$ cat src/rtl/pc_sequencer_if.sv
// pc_sequencer control bundle
// decode/execute, memory and PC-mux side signals
interface pc_sequencer_if;
  logic       stall;
  logic       branch_taken;
  logic       rti;
  logic       irq;
  logic       boot_rd_valid;
  logic       save_ack;
  logic [1:0] selection;
  logic       pc_enable;
  logic       boot_rd_req;
  logic       save_req;
  logic       irq_ack;
  logic       in_isr;
  logic       boot_fault;

  modport master (
    output stall, branch_taken, rti, irq,
    output boot_rd_valid, save_ack,
    input  selection, pc_enable, boot_rd_req,
    input  save_req, irq_ack, in_isr, boot_fault
  );

  modport slave (
    input  stall, branch_taken, rti, irq,
    input  boot_rd_valid, save_ack,
    output selection, pc_enable, boot_rd_req,
    output save_req, irq_ack, in_isr, boot_fault
  );
endinterface

$ cat src/rtl/pc_sequencer.sv
// PC mux select / load strobe sequencer
// boot fetch, branch/rti, interrupt save and vector
module pc_sequencer #(
  parameter int unsigned BOOT_TIMEOUT = 255
) (
  input logic           clk,
  input logic           rst,
  pc_sequencer_if.slave bus
);

  typedef enum logic [2:0] {
    HOLD,
    BOOT_RD,
    BOOT_LOAD,
    RUN,
    IRQ_SAVE,
    IRQ_VEC,
    FAULT
  } state_t;

  localparam logic [7:0] TO = 8'(BOOT_TIMEOUT);

  state_t     state, state_nx;
  logic [7:0] cnt, cnt_nx;
  logic       isr, isr_nx;
  logic [1:0] sel;
  logic       pe, brq, sreq, ack, flt;

  // state, boot counter and isr flag
  always_ff @(posedge clk) begin
    if (!rst) begin
      state <= HOLD;
      cnt   <= '0;
      isr   <= 1'b0;
    end else begin
      state <= state_nx;
      cnt   <= cnt_nx;
      isr   <= isr_nx;
    end
  end

  // next state and mux/strobe decode
  always_comb begin
    state_nx = state;
    cnt_nx   = cnt;
    isr_nx   = isr;
    sel      = 2'b00;
    pe       = 1'b0;
    brq      = 1'b0;
    sreq     = 1'b0;
    ack      = 1'b0;
    flt      = 1'b0;
    unique case (state)
      HOLD: begin
        cnt_nx   = '0;
        state_nx = BOOT_RD;
      end
      BOOT_RD: begin
        brq    = 1'b1;
        cnt_nx = cnt + 8'd1;
        if (bus.boot_rd_valid)
          state_nx = BOOT_LOAD;
        else if (cnt_nx == TO)
          state_nx = FAULT;
      end
      BOOT_LOAD: begin
        sel      = 2'b01;
        pe       = 1'b1;
        state_nx = RUN;
      end
      RUN: begin
        if (bus.stall) begin
          pe = 1'b0;
        end else if (bus.rti) begin
          sel    = 2'b11;
          pe     = 1'b1;
          isr_nx = 1'b0;
        end else if (bus.branch_taken) begin
          sel = 2'b11;
          pe  = 1'b1;
        end else if (bus.irq && !isr) begin
          state_nx = IRQ_SAVE;
        end else begin
          pe = 1'b1;
        end
      end
      IRQ_SAVE: begin
        sreq = 1'b1;
        if (bus.save_ack)
          state_nx = IRQ_VEC;
      end
      IRQ_VEC: begin
        sel      = 2'b10;
        pe       = 1'b1;
        ack      = 1'b1;
        isr_nx   = 1'b1;
        state_nx = RUN;
      end
      FAULT: begin
        flt = 1'b1;
      end
      default: begin
        state_nx = HOLD;
      end
    endcase
  end

  assign bus.selection   = sel;
  assign bus.pc_enable   = pe;
  assign bus.boot_rd_req = brq;
  assign bus.save_req    = sreq;
  assign bus.irq_ack     = ack;
  assign bus.in_isr      = isr;
  assign bus.boot_fault  = flt;

endmodule
$ cat src/flat_wrapper.sv
// flat-port wrapper written by rule: the top's interface ports become plain ports
module pc_sequencer_flat 
#(
  parameter int unsigned BOOT_TIMEOUT = 255
)
  (clk, rst, bus_stall, bus_branch_taken, bus_rti, bus_irq, bus_boot_rd_valid, bus_save_ack, bus_selection, bus_pc_enable, bus_boot_rd_req, bus_save_req, bus_irq_ack, bus_in_isr, bus_boot_fault);
  pc_sequencer_if bus_i ();
  input logic clk;
  input logic rst;
  input wire logic [$bits(bus_i.stall)-1:0] bus_stall;
  input wire logic [$bits(bus_i.branch_taken)-1:0] bus_branch_taken;
  input wire logic [$bits(bus_i.rti)-1:0] bus_rti;
  input wire logic [$bits(bus_i.irq)-1:0] bus_irq;
  input wire logic [$bits(bus_i.boot_rd_valid)-1:0] bus_boot_rd_valid;
  input wire logic [$bits(bus_i.save_ack)-1:0] bus_save_ack;
  output wire logic [$bits(bus_i.selection)-1:0] bus_selection;
  output wire logic [$bits(bus_i.pc_enable)-1:0] bus_pc_enable;
  output wire logic [$bits(bus_i.boot_rd_req)-1:0] bus_boot_rd_req;
  output wire logic [$bits(bus_i.save_req)-1:0] bus_save_req;
  output wire logic [$bits(bus_i.irq_ack)-1:0] bus_irq_ack;
  output wire logic [$bits(bus_i.in_isr)-1:0] bus_in_isr;
  output wire logic [$bits(bus_i.boot_fault)-1:0] bus_boot_fault;
  assign bus_i.stall = bus_stall;
  assign bus_i.branch_taken = bus_branch_taken;
  assign bus_i.rti = bus_rti;
  assign bus_i.irq = bus_irq;
  assign bus_i.boot_rd_valid = bus_boot_rd_valid;
  assign bus_i.save_ack = bus_save_ack;
  assign bus_selection = bus_i.selection;
  assign bus_pc_enable = bus_i.pc_enable;
  assign bus_boot_rd_req = bus_i.boot_rd_req;
  assign bus_save_req = bus_i.save_req;
  assign bus_irq_ack = bus_i.irq_ack;
  assign bus_in_isr = bus_i.in_isr;
  assign bus_boot_fault = bus_i.boot_fault;
  pc_sequencer #(.BOOT_TIMEOUT(BOOT_TIMEOUT)) u_core (.clk(clk), .rst(rst), .bus(bus_i));
endmodule
$ cat config.mk
export PLATFORM = sky130hd
export DESIGN_NAME = pc_sequencer_flat
export DESIGN_NICKNAME = d
export VERILOG_FILES = /design/src/rtl/pc_sequencer_if.sv /design/src/rtl/pc_sequencer.sv /design/src/flat_wrapper.sv
export SDC_FILE = /design/constraint.sdc
export NUM_CORES = 1
export LEC_CHECK = 0
export CAP_MARGIN = 25
export CELL_PAD_IN_SITES_DETAIL_PLACEMENT = 0
export CELL_PAD_IN_SITES_GLOBAL_PLACEMENT = 1
export CORE_MARGIN = 2
export CORE_UTILIZATION = 43
export DETAILED_ROUTE_END_ITERATION = 6
export DONT_BUFFER_PORTS = 1
export GPL_TIMING_DRIVEN = 0
export MAX_ROUTING_LAYER = met4
export PLACE_DENSITY_LB_ADDON = 0.1
export SLEW_MARGIN = 30
export SYNTH_ARGS = -nofsm -noshare
export SYNTH_HDL_FRONTEND = slang
export SYNTH_SLANG_ARGS = --single-unit
$ cat constraint.sdc
create_clock -name clk -period 2.2 [get_ports clk]
set_input_delay 0.11 -clock clk [delete_from_list [all_inputs] [get_ports clk]]
set_output_delay 0.11 -clock clk [all_outputs]
set_load 0.005 [all_outputs]
* Word level (Yosys, flattened, before mapping)
Index checks and enable logic that the tools add are counted.
Storage, ports and cells: register bits 12, input bits 8, logic and storage cells 52
Cells by class: add/subtract/negate cells 1, eq/ne operators 14, muxes and demuxes 25, bitwise operators 1, reductions and logical operators 8
Operator list (number):
- 2-to-1 mux 3 bit | 7
- one-hot mux 3 bit (6 select lines) | 1
- one-hot mux 8 bit (2 select lines) | 1
- 2-to-1 mux 1 bit | 10
- inequality test 2 bit, second input constant | 5
- equality test 3 bit, second input constant | 3
- adder 8 x 1 -> 8 bit, second input constant | 1
- equality test 8 bit, second input constant | 1
- AND reduction 7 bit | 1
- equality test 3 x 2 -> 1 bit, second input constant | 2
- 2-to-1 mux 2 bit | 3
- one-hot mux 2 bit (3 select lines) | 1
- one-hot mux 1 bit (2 select lines) | 2
- nonzero test 2 bit | 2
- equality test 3 x 1 -> 1 bit, second input constant | 1
- zero test 3 bit | 1
- inequality test 3 x 2 -> 1 bit, second input constant | 1
- AND reduction 3 bit | 1
- inequality test 2 x 1 -> 1 bit, second input constant | 1
- OR reduction 2 bit | 1
- logical AND 1 bit | 1
- zero test 1 bit | 1
- NOT 1 bit | 1

* Depth between registers and ports, before layout
Gate-level depths: netlist (run 1).
depth in word-level cells 7, gate-level depth with buffers 6

* Least setup slack after synthesis (run 1)
Ideal clock, no wire load.
kind register to register, start point register u_core.cnt[0], end point register u_core.state[0], library setup time 118 ps, arrival time 1433 ps, required time 2082 ps, setup slack 649 ps, stages on the path, launching flop included 7, clock period less this slack 1551 ps, cells stage by stage dfxtp_1 > ha_1 > and3_1 > o211ai_1 > and3_4 > o21ai_2 > o2111a_1
Between the ends: longest elaborated chain between the ends 4
Ends and longest elaborated chain:
- from (decl) | RTL line pc_sequencer.sv:24 | logic [7:0] cnt, cnt_nx;
- from (signal assigned) | RTL line pc_sequencer.sv:37 | cnt <= cnt_nx;
- adder 8 x 1 -> 8 bit | RTL line pc_sequencer.sv:60 | cnt_nx = cnt + 8'd1;
- equality test 8 bit | RTL line pc_sequencer.sv:63 | else if (cnt_nx == TO)
- inequality test 3 x 2 -> 1 bit (no source line)
- AND reduction 7 bit (no source line)
- to (signal assigned) | RTL line pc_sequencer.sv:36 | state <= state_nx;
- to (decl) | RTL line pc_sequencer.sv:23 | state_t state, state_nx;
No other way between the ends. A chain may end at the register's enable or synchronous reset.

* Worst setup path in the final report (run 1)
Same ends and word-level chain as after synthesis.

==> load_flow_metrics.sql, run 1 <==
INSERT INTO impl_metrics (metric_group, metric, value, unit) VALUES
('logic_synthesis', 'synth_cell_types', '38', ''),
('routing', 'vias_per_cell', '5.43', ''),
('sta', 'report.final.hold_viol_count', '0', ''),
('worst_hold_path', 'hold_path_startpoint', 'bus_stall', ''),
('logic_synthesis', 'ys_seq_area_share', '28.5', '%'),
('cts', 'holdBufCountCts', '1', ''),
('routing', 'drt_pass1_iterations', '4', ''),
('critical_path', 'worstPathArrival', '1.98', 'ns'),
('final_layout', 'ff_latch_area', '240', 'µm²'),
('global_route', 'grt_pass1_vias', '712', ''),
('outcome', 'status', 'completed', ''),
('placed_design', 'routabilityCongestion', '0.777', ''),
('routing', 'wl', '1920', 'µm'),
('sta', 'clock.fmax', '0.569', 'GHz'),
('critical_path', 'r2r_startpoint', 'u_core.cnt[0]', ''),
('global_route', 'initial_antenna_violation_count', '0', ''),
('logic_synthesis', 'mean_area_per_synthesized_cell', '7.60', 'µm²'),
('logic_synthesis', 'synth_seq_cells', '12', ''),
('cts', 'cts_tree', 'done', ''),
('logic_synthesis', 'syn-num-nets', '121', ''),
('critical_path', 'setup.worst_path.end_class', 'flip-flop', ''),
('sta', 'setup_viol', '0', ''),
('cts', 'number_of_gates_resized_after_cts', '0', ''),
('cts', 'path_clk_slew', '0.08', 'ns'),
('cts', 'cts_sinks', '12', ''),
('global_route', 'wire_length_of_the_first_global_routing_pass', '3110', 'µm'),
('cts', 'worst_skew_pair.late_latency', '0.27', 'ns'),
('sta', 'slew_violations', '0', ''),
('global_route', 'groute.usage.overall', '19.7', '%'),
('final_layout', 'layout-drive-gt1-share', '12.9', '%'),
('routing', 'routed_wirelength_normalized_by_instance_count', '13.4', 'µm'),
('sta', 'sum_of_negative_setup_slack', '0', 'ns'),
('placed_design', 'io_buffer_count', '0', ''),
('pwr', 'vdd_ir_drop_max', '0.000236', 'V'),
('pwr', 'cellPowerDensity', '510', 'mW/mm²'),
('floorplanning', 'die-height', '48.3', 'µm'),
('job', 'timing.max_cap.violations', '0', ''),
('sta', 'period_minus_slack', '1.76', 'ns'),
('routing', 'ant_nets', '0', ''),
('critical_path', 'critPathLaunchType', 'flip-flop', ''),
('final_layout', 'net_count_of_the_finished_layout', '127', ''),
('final_layout', 'final.fill_count', '204', ''),
('floorplanning', 'design.die.area', '0.00233', 'mm²'),
('logic_synthesis', 'number_of_enable_type_register_cells_in_the_synthesized_netlist', '0', ''),
('final_layout', 'insertedDiodeCount', '0', ''),
('routing', 'first_iter_violations', '11', ''),
('critical_path', 'slowest_cell_delay_on_critical_path', '0.43', 'ns'),
('cts', 'cts.root.buffer_cell', 'clkbuf_4', ''),
('final_layout', 'area_growth', '9.50', '%'),
('placed_design', 'place_hpwl', '1430', 'µm'),
('critical_path', 'critical_path.cell_chain', 'ha_1, and3_1, o211ai_1, and3_4, o21ai_2, o2111a_1', ''),
('critical_path', 'critical_path_class', 'reg -> reg', ''),
('cts', 'cts.repair_timing.setup_buffer_count', '0', ''),
('logic_synthesis', 'ys.warnings.count', '0', ''),
('floorplanning', 'floorplan.initialDensity', '44.3', '%'),
('pwr', 'p_total', '471', 'µW'),
('sta', 'worst-slew-pin-transition', '0.436', 'ns'),
('critical_path', 'startpoint', 'u_core.cnt[0]', ''),
('cts', 'cts-root-to-sink-buffers', '2', ''),
('routing', 'vias', '777', ''),
('sta', 'rsz_0062_raised_after_global_routing', 'no', ''),
('floorplanning', 'io_pins', '16', ''),
('sta', 'slew_hr', '71.0', '%'),
('global_route', 'grt.overflow.total', '0', ''),
('routing', 'post-route-drc-count', '0', ''),
('logic_synthesis', 'asyncSetResetFlopFracSynth', '0', '%'),
('worst_hold_path', 'worstHoldPathType', 'in -> reg', ''),
('logic_synthesis', 'post_synth_instance_area', '843', 'µm²'),
('critical_path', 'cpMaxStageDelayCell', 'dfxtp_1', ''),
('global_route', 'maximum_number_of_pins_on_one_net_before_global_route_repair', '11', ''),
('cts', 'cts-buffers-inserted', '3', ''),
('sta', 'setup_clock_skew_after_layout', '0.00261', 'ns'),
('pwr', 'p_leak', '0.350', 'nW'),
('critical_path', 'worst-path-max-fanout', '6', ''),
('cts', 'ctsHtreeMaxLevel', '1', ''),
('sta', 'layout_worst_path_cycle_share', '79.8', '%'),
('floorplanning', 'fp-row-count', '16', ''),
('logic_synthesis', 'syn-instance-count', '111', ''),
('floorplanning', 'die-width', '48.3', 'µm'),
('final_layout', 'multiInputGateArea', '553', 'µm²'),
('floorplanning', 'core_region_area', '0.00190', 'mm²'),
('logic_synthesis', 'postSynth.topFlopCell', 'dfxtp_1', ''),
('critical_path', 'critical_path_data_required_time', '2.42', 'ns');
## metal layers
layer / global-route usage, % / wire length [µm] / up-vias
met5: - / 0 / -
met4: 9.19 / 0 / 0
met3: 3.33 / 24 / 0
met2: 31.3 / 1010 / 8
met1: 23.9 / 880 / 362
li1: - / - / 407
## metrics by stage
| step | setup slack (ns) | instance area [µm²] | hold WS (ns) | instances | util [%] |
|---|---|---|---|---|---|
| final | 0.444 | 923 | 0.0492 | 143 | 48.6 |
| after global routing | 0.239 | 923 | 0.0657 | 143 | 48.6 |
| after CTS | 0.438 | 923 | 0.0351 | 143 | 48.6 |
| after detailed placement | 0.473 | 877 | 0.269 | 138 | 46.1 |
| after global placement | 0.505 | 877 | 0.266 | 138 | 46.1 |
| after floorplan | 0.649 | 843 | 0.261 | 111 | - |
## cell type report
class / count / area share, %
timing repair buffer: 1 / 1.08
buffer: 7 / 3.39
tap: 27 / 3.66
sequential: 12 / 26.0
multi-input combinational: 87 / 59.9
inverter: 5 / 2.03
clock buffer: 4 / 3.93
## critical path: cells and delay by family, from the launching register on
family                   cells  cell delay, ns
adder cells (fa/ha/maj)      1            0.29
AND/OR/NAND/NOR              2            0.48
flip-flops                   1            0.43
AO/OA/AOI/OAI                3            0.50
## synth_stat cells (4+ instances only)
cell type / number / area, µm²
nor3_1: 4 / 20.0
nor2b_1: 8 / 50.1
buf_2: 4 / 20.0
inv_1: 5 / 18.8
dfxtp_1: 12 / 240
nand2_1: 13 / 48.8
and2_1: 4 / 25.0
o21ai_0: 9 / 45.0
a21oi_1: 5 / 25.0
nor2_1: 4 / 15.0
## logic make-up (layout without fill, tap and decap cells)
family / after synthesis / in the layout / share of synthesized area [%]
XOR/XNOR: 2 / 2 / 2.08
AO/OA/AOI/OAI: 32 / 32 / 24.6
flip-flops: 12 / 12 / 28.5
buffers and inverters: 12 / 17 / 5.93
AND/OR/NAND/NOR: 49 / 49 / 33.4
multiplexers: 2 / 2 / 2.52
adder cells (fa/ha/maj): 2 / 2 / 2.97
## cells in the final DEF (no fill, tap or decap), types with 4 or more instances in the layout
cell     netlist  final
nand2_1       13     13
dfxtp_1       12     12
o21ai_0        9      9
nor2b_1        8      8
inv_1          5      5
a21oi_1        5      5
buf_2          4      4
nor2_1         4      4
and2_1         4      4
nor3_1         4      4
## path summary, 6_finish.rpt
path                                     endpoint  slack [ns]  cells past startpoint
worst max-delay path              u_core.state[0]        0.44                      6
worst min-delay path            u_core.bus.in_isr        0.05                      2
worst min register to register      u_core.cnt[1]        0.53                      2
worst max register to register    u_core.state[0]        0.44                      6
## sequential cells by signal, summed over array words and instances, names as in the netlist
name / flops
u_core.state: 3
u_core.bus.in_isr: 1
u_core.cnt: 8
## where the power goes
| group | switching (mW) | total [mW] | internal [mW] | leakage, nW |
|---|---|---|---|---|
| sequential | 0.00491 | 0.227 | 0.222 | 0.0974 |
| combinational | 0.0389 | 0.0645 | 0.0257 | 0.231 |
| clock | 0.0786 | 0.179 | 0.101 | 0.0210 |
Power figures use the tool's default switching activity.
==> run 2: changes to the inputs <==
--- a/config.mk
+++ b/config.mk
@@ -9,7 +9,7 @@
 export CELL_PAD_IN_SITES_DETAIL_PLACEMENT = 0
 export CELL_PAD_IN_SITES_GLOBAL_PLACEMENT = 1
 export CORE_MARGIN = 2
-export CORE_UTILIZATION = 43
+export CORE_UTILIZATION = 39
 export DETAILED_ROUTE_END_ITERATION = 6
 export DONT_BUFFER_PORTS = 1
 export GPL_TIMING_DRIVEN = 0
==> constraint.sdc (replaced) <==
create_clock -name clk -period 1.4 [get_ports clk]
set_input_delay 0.07 -clock clk [delete_from_list [all_inputs] [get_ports clk]]
set_output_delay 0.07 -clock clk [all_outputs]
set_load 0.005 [all_outputs]
==> run 2 against run 1 <==
The run now ends with setup timing left; critical endpoint unchanged; via count is 1.9% higher; combinational power is 88% higher; utilization is 3.3 points higher; sequential power is 57% higher; largest power group unchanged.
==> load_flow_metrics.sql, run 2 (synthesis gave the netlist of run 1 again) <==
INSERT INTO impl_metrics (metric_group, metric, value, unit) VALUES
('final_layout', 'insertedDiodeCount', '0', ''),
('sta', 'rsz_0062_raised_after_global_routing', 'yes', ''),
('pwr', 'vdd_ir_drop_max', '0.000381', 'V'),
('critical_path', 'critPathLaunchType', 'flip-flop', ''),
('placed_design', 'routabilityCongestion', '0.757', ''),
('critical_path', 'r2r_startpoint', 'u_core.cnt[2]', ''),
('placed_design', 'placement.cell_area', '897', 'µm²'),
('job', 'timing.max_cap.violations', '0', ''),
('critical_path', 'worst-path-max-fanout', '7', ''),
('routing', 'drt_pass1_iterations', '4', ''),
('placed_design', 'place_inst', '138', ''),
('routing', 'vias_per_cell', '5.39', ''),
('sta', 'setup_viol', '1', ''),
('floorplanning', 'floorplan.initialDensity', '42.1', '%'),
('pwr', 'p_sw_share', '26.4', '%'),
('critical_path', 'setup.worst_path.end_class', 'flip-flop', ''),
('final_layout', 'most-common-layout-cells', '13 x nand2_1, 9 x o21ai_0, 8 x dfxtp_1', ''),
('floorplanning', 'design.die.area', '0.00255', 'mm²'),
('global_route', 'grt_util_met2', '31.6', '%'),
('global_route', 'grt-busiest-layer', 'met2', ''),
('cts', 'ctsHtreeMaxLevel', '1', ''),
('critical_path', 'worstPathArrival', '1.65', 'ns'),
('final_layout', 'layout-drive-gt1-share', '27.5', '%'),
('global_route', 'maximum_number_of_pins_on_one_net_before_global_route_repair', '11', ''),
('sta', 'post-route-worst-setup-slack', '-0.0811', 'ns'),
('sta', 'slew_violations', '0', ''),
('routing', 'post-route-drc-count', '0', ''),
('pwr', 'p_leak', '0.390', 'nW'),
('final_layout', 'max_flop_register', 'u_core.cnt', ''),
('final_layout', 'net_count_of_the_finished_layout', '131', ''),
('cts', 'cts.root.buffer_cell', 'clkbuf_4', ''),
('sta', 'period_minus_slack', '1.48', 'ns'),
('sta', 'layout_worst_path_cycle_share', '106', '%'),
('floorplanning', 'die-height', '50.5', 'µm'),
('cts', 'cts-root-to-sink-buffers', '2', ''),
('pwr', 'cellPowerDensity', '733', 'mW/mm²'),
('pwr', 'p_total', '761', 'µW'),
('worst_hold_path', 'hold_path_startpoint', 'bus_stall', ''),
('routing', 'first_iter_violations', '12', ''),
('routing', 'vias', '792', ''),
('placed_design', 'io_buffer_count', '0', ''),
('final_layout', 'area_growth', '23.1', '%'),
('pwr', 'combinationalPowerShare', '15.8', '%'),
('worst_hold_path', 'worstHoldPathType', 'in -> reg', ''),
('global_route', 'gr-usage-met1', '19.7', '%'),
('sta', 'clock.fmax', '0.675', 'GHz'),
('global_route', 'grt.overflow.total', '0', ''),
('final_layout', 'final_cell_count_no_fill', '147', ''),
('routing', 'ant_nets', '0', ''),
('final_layout', 'final_util', '51.9', '%'),
('outcome', 'violated_checks', 'setup timing', ''),
('sta', 'worst-slew-pin-transition', '0.410', 'ns'),
('cts', 'worst_skew_pair.late_latency', '0.27', 'ns'),
('global_route', 'grt_pass1_vias', '747', ''),
('critical_path', 'critical_path_data_required_time', '1.57', 'ns'),
('floorplanning', 'io_pins', '16', ''),
('routing', 'routed_wirelength_normalized_by_instance_count', '13.9', 'µm'),
('outcome', 'status', 'finished with violations', ''),
('floorplanning', 'core_region_area', '0.00200', 'mm²'),
('critical_path', 'startpoint', 'u_core.cnt[2]', ''),
('cts', 'path_clk_slew', '0.08', 'ns'),
('critical_path', 'cpMaxStageDelayCell', 'dfxtp_2', ''),
('global_route', 'initial_antenna_violation_count', '0', ''),
('cts', 'cts_sinks', '12', ''),
('critical_path', 'slowest_cell_delay_on_critical_path', '0.39', 'ns'),
('cts', 'cts_tree', 'done', ''),
('final_layout', 'largest_register_ff_count', '8', ''),
('pwr', 'p_int', '560', 'µW'),
('floorplanning', 'die-width', '50.5', 'µm'),
('pwr', 'power_switching', '201', 'µW'),
('pwr', 'p_seq_share', '46.8', '%'),
('routing', 'wl', '2040', 'µm'),
('final_layout', 'layout.cell_area.non_filler', '0.00104', 'mm²'),
('sta', 'sum_of_negative_setup_slack', '-0.0811', 'ns'),
('sta', 'report.final.hold_viol_count', '0', ''),
('sta', 'setup_clock_skew_after_layout', '0.000957', 'ns'),
('global_route', 'use_met3', '3.87', '%'),
('global_route', 'wire_length_of_the_first_global_routing_pass', '3280', 'µm'),
('floorplanning', 'fp-row-count', '16', ''),
('critical_path', 'critical_path.cell_chain', 'and4_4, nand2_1, o31ai_2, o21ai_4, o2111a_1', ''),
('global_route', 'groute.usage.overall', '17.5', '%'),
('sta', 'slew_hr', '72.7', '%'),
('critical_path', 'critical_path_class', 'reg -> reg', ''),
('placed_design', 'place_hpwl', '1410', 'µm'),
('pwr', 'p_clk_share', '37.4', '%'),
('cts', 'cts-buffers-inserted', '3', ''),
('critical_path', 'critical_path.top_delay_family', 'compound AO/OA/AOI/OAI gates', ''),
('sta', 'final.hold.worst_slack', '0.00978', 'ns'),
('final_layout', 'leading_cell_type_in_the_layout_fill_and_taps_excluded', 'nand2_1', ''),
('critical_path', 'worstPathBufferInverterCount', '0', ''),
('placed_design', 'preCtsSetupSlack', '-0.107', 'ns');
[run 2: path summary, 6_finish.rpt]
kind,endpoint,slack [ns],depth (start not counted)
setup / recovery,u_core.state[0],-0.08,5
hold / removal,u_core.bus.in_isr,0.01,2
setup reg to reg,u_core.state[0],-0.08,5
hold reg to reg,u_core.cnt[3],0.50,2
[run 2: metal layers]
layer  vias to the layer above  routed length, µm
met2                        19               1020
met5                         -                  0
met4                         0                 27
li1                        412                  -
met3                         4                 70
met1                       357                922
[run 2: final cells by class]
cell class / instances / area (µm²)
clock buffers: 4 / 36.3
inverters: 5 / 18.8
fillers: 206 / 963
well taps: 27 / 33.8
flip-flops and latches: 12 / 250
plain buffers: 7 / 41.3
multi-input cells: 87 / 618
repair buffers: 5 / 40.0
[run 2: power by group through the flow]
stage	combinational, mW	clock, mW	sequential, mW
after floorplan	0.0787	0	0.365
after global placement	0.100	0	0.367
after detailed placement	0.100	0	0.367
after CTS	0.112	0.290	0.358
after global routing	0.134	0.301	0.357
final	0.121	0.285	0.356
[run 2: timing repair]
action | 4_1_cts | 5_1_grt
hold buffers | 1 | 0
endpoints found under the hold margin | 3 | 0
pin swaps | 1 | 4
resized for setup | 10 | 12
endpoints found under the setup margin | 10 | 10
setup buffers | 3 | 1
==> run 3: changes to the inputs <==
--- a/config.mk
+++ b/config.mk
@@ -9,9 +9,10 @@
 export CELL_PAD_IN_SITES_DETAIL_PLACEMENT = 0
 export CELL_PAD_IN_SITES_GLOBAL_PLACEMENT = 1
 export CORE_MARGIN = 2
-export CORE_UTILIZATION = 39
+export CORE_UTILIZATION = 43
 export DETAILED_ROUTE_END_ITERATION = 6
 export DONT_BUFFER_PORTS = 1
+export GPL_ROUTABILITY_DRIVEN = 0
 export GPL_TIMING_DRIVEN = 0
 export MAX_ROUTING_LAYER = met4
 export PLACE_DENSITY_LB_ADDON = 0.1
==> constraint.sdc (replaced) <==
create_clock -name clk -period 1.5 [get_ports clk]
set_input_delay 0.075 -clock clk [delete_from_list [all_inputs] [get_ports clk]]
set_output_delay 0.075 -clock clk [all_outputs]
set_load 0.005 [all_outputs]
==> run 3 against run 2 <==
The run still ends with setup timing left; hold slack improved by 0.0073 ns; critical path depth increased by 1; combinational power is 12% lower; final area shrank 0.36%; fmax down 1.6%; global-route usage increased by 2.2 points; critical path type unchanged; critical endpoint unchanged; highest routed layer unchanged.
==> load_flow_metrics.sql, run 3 (synthesis gave the netlist of run 1 again) <==
INSERT INTO impl_metrics (metric_group, metric, value, unit) VALUES
('sta', 'layout_worst_path_cycle_share', '100', '%'),
('global_route', 'initial_antenna_violation_count', '0', ''),
('sta', 'worst-slew-pin-transition', '0.375', 'ns'),
('global_route', 'wire_length_of_the_first_global_routing_pass', '3070', 'µm'),
('routing', 'ant_nets', '0', ''),
('pwr', 'combinationalPowerShare', '16.6', '%'),
('sta', 'sum_of_negative_setup_slack', '-0.00520', 'ns'),
('routing', 'post-route-drc-count', '0', ''),
('final_layout', 'most-common-layout-cells', '13 x nand2_1, 9 x o21ai_0, 8 x nor2b_1, 8 x dfxtp_1, 5 x a21oi_1', ''),
('pwr', 'p_leak', '0.387', 'nW'),
('sta', 'report.final.hold_viol_count', '0', ''),
('routing', 'wl', '1910', 'µm'),
('routing', 'vias_per_cell', '5.44', ''),
('critical_path', 'worst-path-max-fanout', '5', ''),
('pwr', 'p_int', '463', 'µW'),
('pwr', 'power_switching', '176', 'µW'),
('cts', 'cts_sinks', '12', ''),
('critical_path', 'slowest_cell_delay_on_critical_path', '0.38', 'ns'),
('routing', 'vias', '800', ''),
('floorplanning', 'die-width', '48.3', 'µm'),
('sta', 'slew_violations', '0', ''),
('final_layout', 'leading_cell_type_in_the_layout_fill_and_taps_excluded', 'nand2_1', ''),
('sta', 'clock.fmax', '0.664', 'GHz'),
('pwr', 'p_sw_share', '27.6', '%'),
('critical_path', 'critical_path_data_required_time', '1.66', 'ns'),
('final_layout', 'max_flop_register', 'u_core.cnt', ''),
('floorplanning', 'die-height', '48.3', 'µm'),
('sta', 'post-route-worst-setup-slack', '-0.00520', 'ns'),
('sta', 'slew_hr', '75.0', '%'),
('critical_path', 'critical_path.cell_chain', 'ha_4, and3_4, o211ai_1, and3_4, o21ai_4, o2111a_1', ''),
('critical_path', 'worstPathArrival', '1.67', 'ns'),
('cts', 'cts-root-to-sink-buffers', '2', ''),
('outcome', 'status', 'finished with violations', ''),
('floorplanning', 'core_region_area', '0.00190', 'mm²'),
('critical_path', 'cpMaxStageDelayCell', 'dfxtp_4', ''),
('cts', 'worst_skew_pair.late_latency', '0.27', 'ns'),
('cts', 'cts_tree', 'done', ''),
('routing', 'routed_wirelength_normalized_by_instance_count', '13.0', 'µm'),
('floorplanning', 'fp-row-count', '16', ''),
('pwr', 'vdd_ir_drop_max', '0.000292', 'V'),
('global_route', 'grt_pass1_vias', '689', ''),
('pwr', 'p_clk_share', '31.3', '%'),
('sta', 'setup_clock_skew_after_layout', '0.00452', 'ns'),
('sta', 'setup_viol', '1', ''),
('routing', 'first_iter_violations', '12', ''),
('floorplanning', 'design.die.area', '0.00233', 'mm²'),
('critical_path', 'cp_common_cell', 'and3_4', ''),
('outcome', 'violated_checks', 'setup timing', ''),
('critical_path', 'r2r_setup_slack', '-0.005', 'ns'),
('critical_path', 'critical_path_class', 'reg -> reg', ''),
('sta', 'period_minus_slack', '1.51', 'ns'),
('routing', 'drt_pass1_iterations', '3', ''),
('final_layout', 'largest_register_ff_count', '8', ''),
('final_layout', 'insertedDiodeCount', '0', ''),
('final_layout', 'final_cell_count_no_fill', '147', ''),
('job', 'timing.max_cap.violations', '0', ''),
('floorplanning', 'io_pins', '16', ''),
('global_route', 'groute.usage.overall', '19.7', '%'),
('cts', 'path_clk_slew', '0.08', 'ns'),
('worst_hold_path', 'worstHoldPathType', 'in -> reg', ''),
('placed_design', 'place_inst', '138', ''),
('critical_path', 'setup.worst_path.end_class', 'flip-flop', ''),
('cts', 'cts-buffers-inserted', '3', ''),
('pwr', 'p_seq_share', '52.1', '%'),
('cts', 'ctsHtreeMaxLevel', '1', ''),
('final_layout', 'layout-drive-gt1-share', '25.8', '%'),
('final_layout', 'net_count_of_the_finished_layout', '132', ''),
('final_layout', 'area_growth', '22.7', '%'),
('pwr', 'cellPowerDensity', '618', 'mW/mm²'),
('sta', 'final.hold.worst_slack', '0.0171', 'ns'),
('placed_design', 'place_hpwl', '1300', 'µm'),
('global_route', 'grt.overflow.total', '0', ''),
('global_route', 'maximum_number_of_pins_on_one_net_before_global_route_repair', '11', ''),
('placed_design', 'io_buffer_count', '0', ''),
('sta', 'rsz_0062_raised_after_global_routing', 'yes', ''),
('final_layout', 'final.fill_count', '191', ''),
('cts', 'cts.root.buffer_cell', 'clkbuf_4', ''),
('critical_path', 'critPathLaunchType', 'flip-flop', ''),
('floorplanning', 'floorplan.initialDensity', '44.3', '%');
-- run 3: changes by cell type in the layout (fill, tap and decap cells not counted), moves of 2 or more --
| cell | delta |
|---|---|
| buf_4 | -2 |
| clkbuf_4 | -2 |
| clkbuf_2 | +2 |
| buf_6 | +2 |
-- run 3: layer usage --
| layer | share of wire (%) | up-vias | GRT usage [%] | routed length (µm) |
|---|---|---|---|---|
| li1 | - | 417 | - | - |
| met1 | 46 | 367 | 24.6 | 884 |
| met2 | 50 | 14 | 30.8 | 950 |
| met3 | 3.0 | 2 | 2.96 | 57 |
| met4 | 1.1 | 0 | 9.73 | 21 |
| met5 | 0 | - | - | 0 |
-- run 3: power groups by stage --
| stage | clock network (mW) | registers, mW | logic (mW) |
|---|---|---|---|
| 2_1_floorplan | 0 | 0.339 | 0.0733 |
| 3_3_place_gp | 0 | 0.340 | 0.0928 |
| 3_5_place_dp | 0 | 0.340 | 0.0924 |
| 4_1_cts | 0.211 | 0.333 | 0.101 |
| 5_1_grt | 0.221 | 0.335 | 0.120 |
| 6_report | 0.200 | 0.333 | 0.106 |
-- run 3: critical path: cells and delay by family (launching register included) --
family | cells | cell delay [ns]
AO/OA/AOI/OAI | 3 | 0.46
adder cells (fa/ha/maj) | 1 | 0.16
flip-flops | 1 | 0.38
AND/OR/NAND/NOR | 2 | 0.40
-- run 3: layout make-up --
class	count	area, µm²	area share [%]
Clock buffer	3	22.5	2.18
Sequential cell	12	250	24.2
Buffer	7	33.8	3.26
Multi-Input combinational cell	87	618	59.7
Tap cell	27	33.8	3.26
Inverter	5	21.3	2.06
Timing Repair Buffer	6	55.1	5.32
-- run 3: per-stage QoR --
step | total power, mW | setup WS, ns | utilization (%) | cell area, µm²
floorplan | 0.412 | 0.0280 | - | 851
global placement | 0.432 | -0.117 | 46.5 | 885
detailed placement | 0.432 | -0.115 | 46.5 | 885
CTS | 0.644 | -0.0170 | 52.4 | 997
global route | 0.676 | -0.0773 | 54.4 | 1030
finish | 0.640 | -0.00520 | 54.4 | 1030
-- run 3: final timing paths --
kind                               startpoint           endpoint  depth (start not counted)
worst max register to register  u_core.cnt[1]    u_core.state[0]                          6
worst max-delay path            u_core.cnt[1]    u_core.state[0]                          6
worst min-delay path                bus_stall  u_core.bus.in_isr                          2
worst min register to register  u_core.cnt[2]      u_core.cnt[2]                          2
-- run 3: timing repair --
action / 4_1_cts / 5_1_grt
hold endpoints to repair: 3 / 0
pin swaps: 4 / 5
gates resized for setup: 13 / 7
setup endpoints to repair: 7 / 3
hold buffers: 1 / 0
buffers inserted: 4 / 1
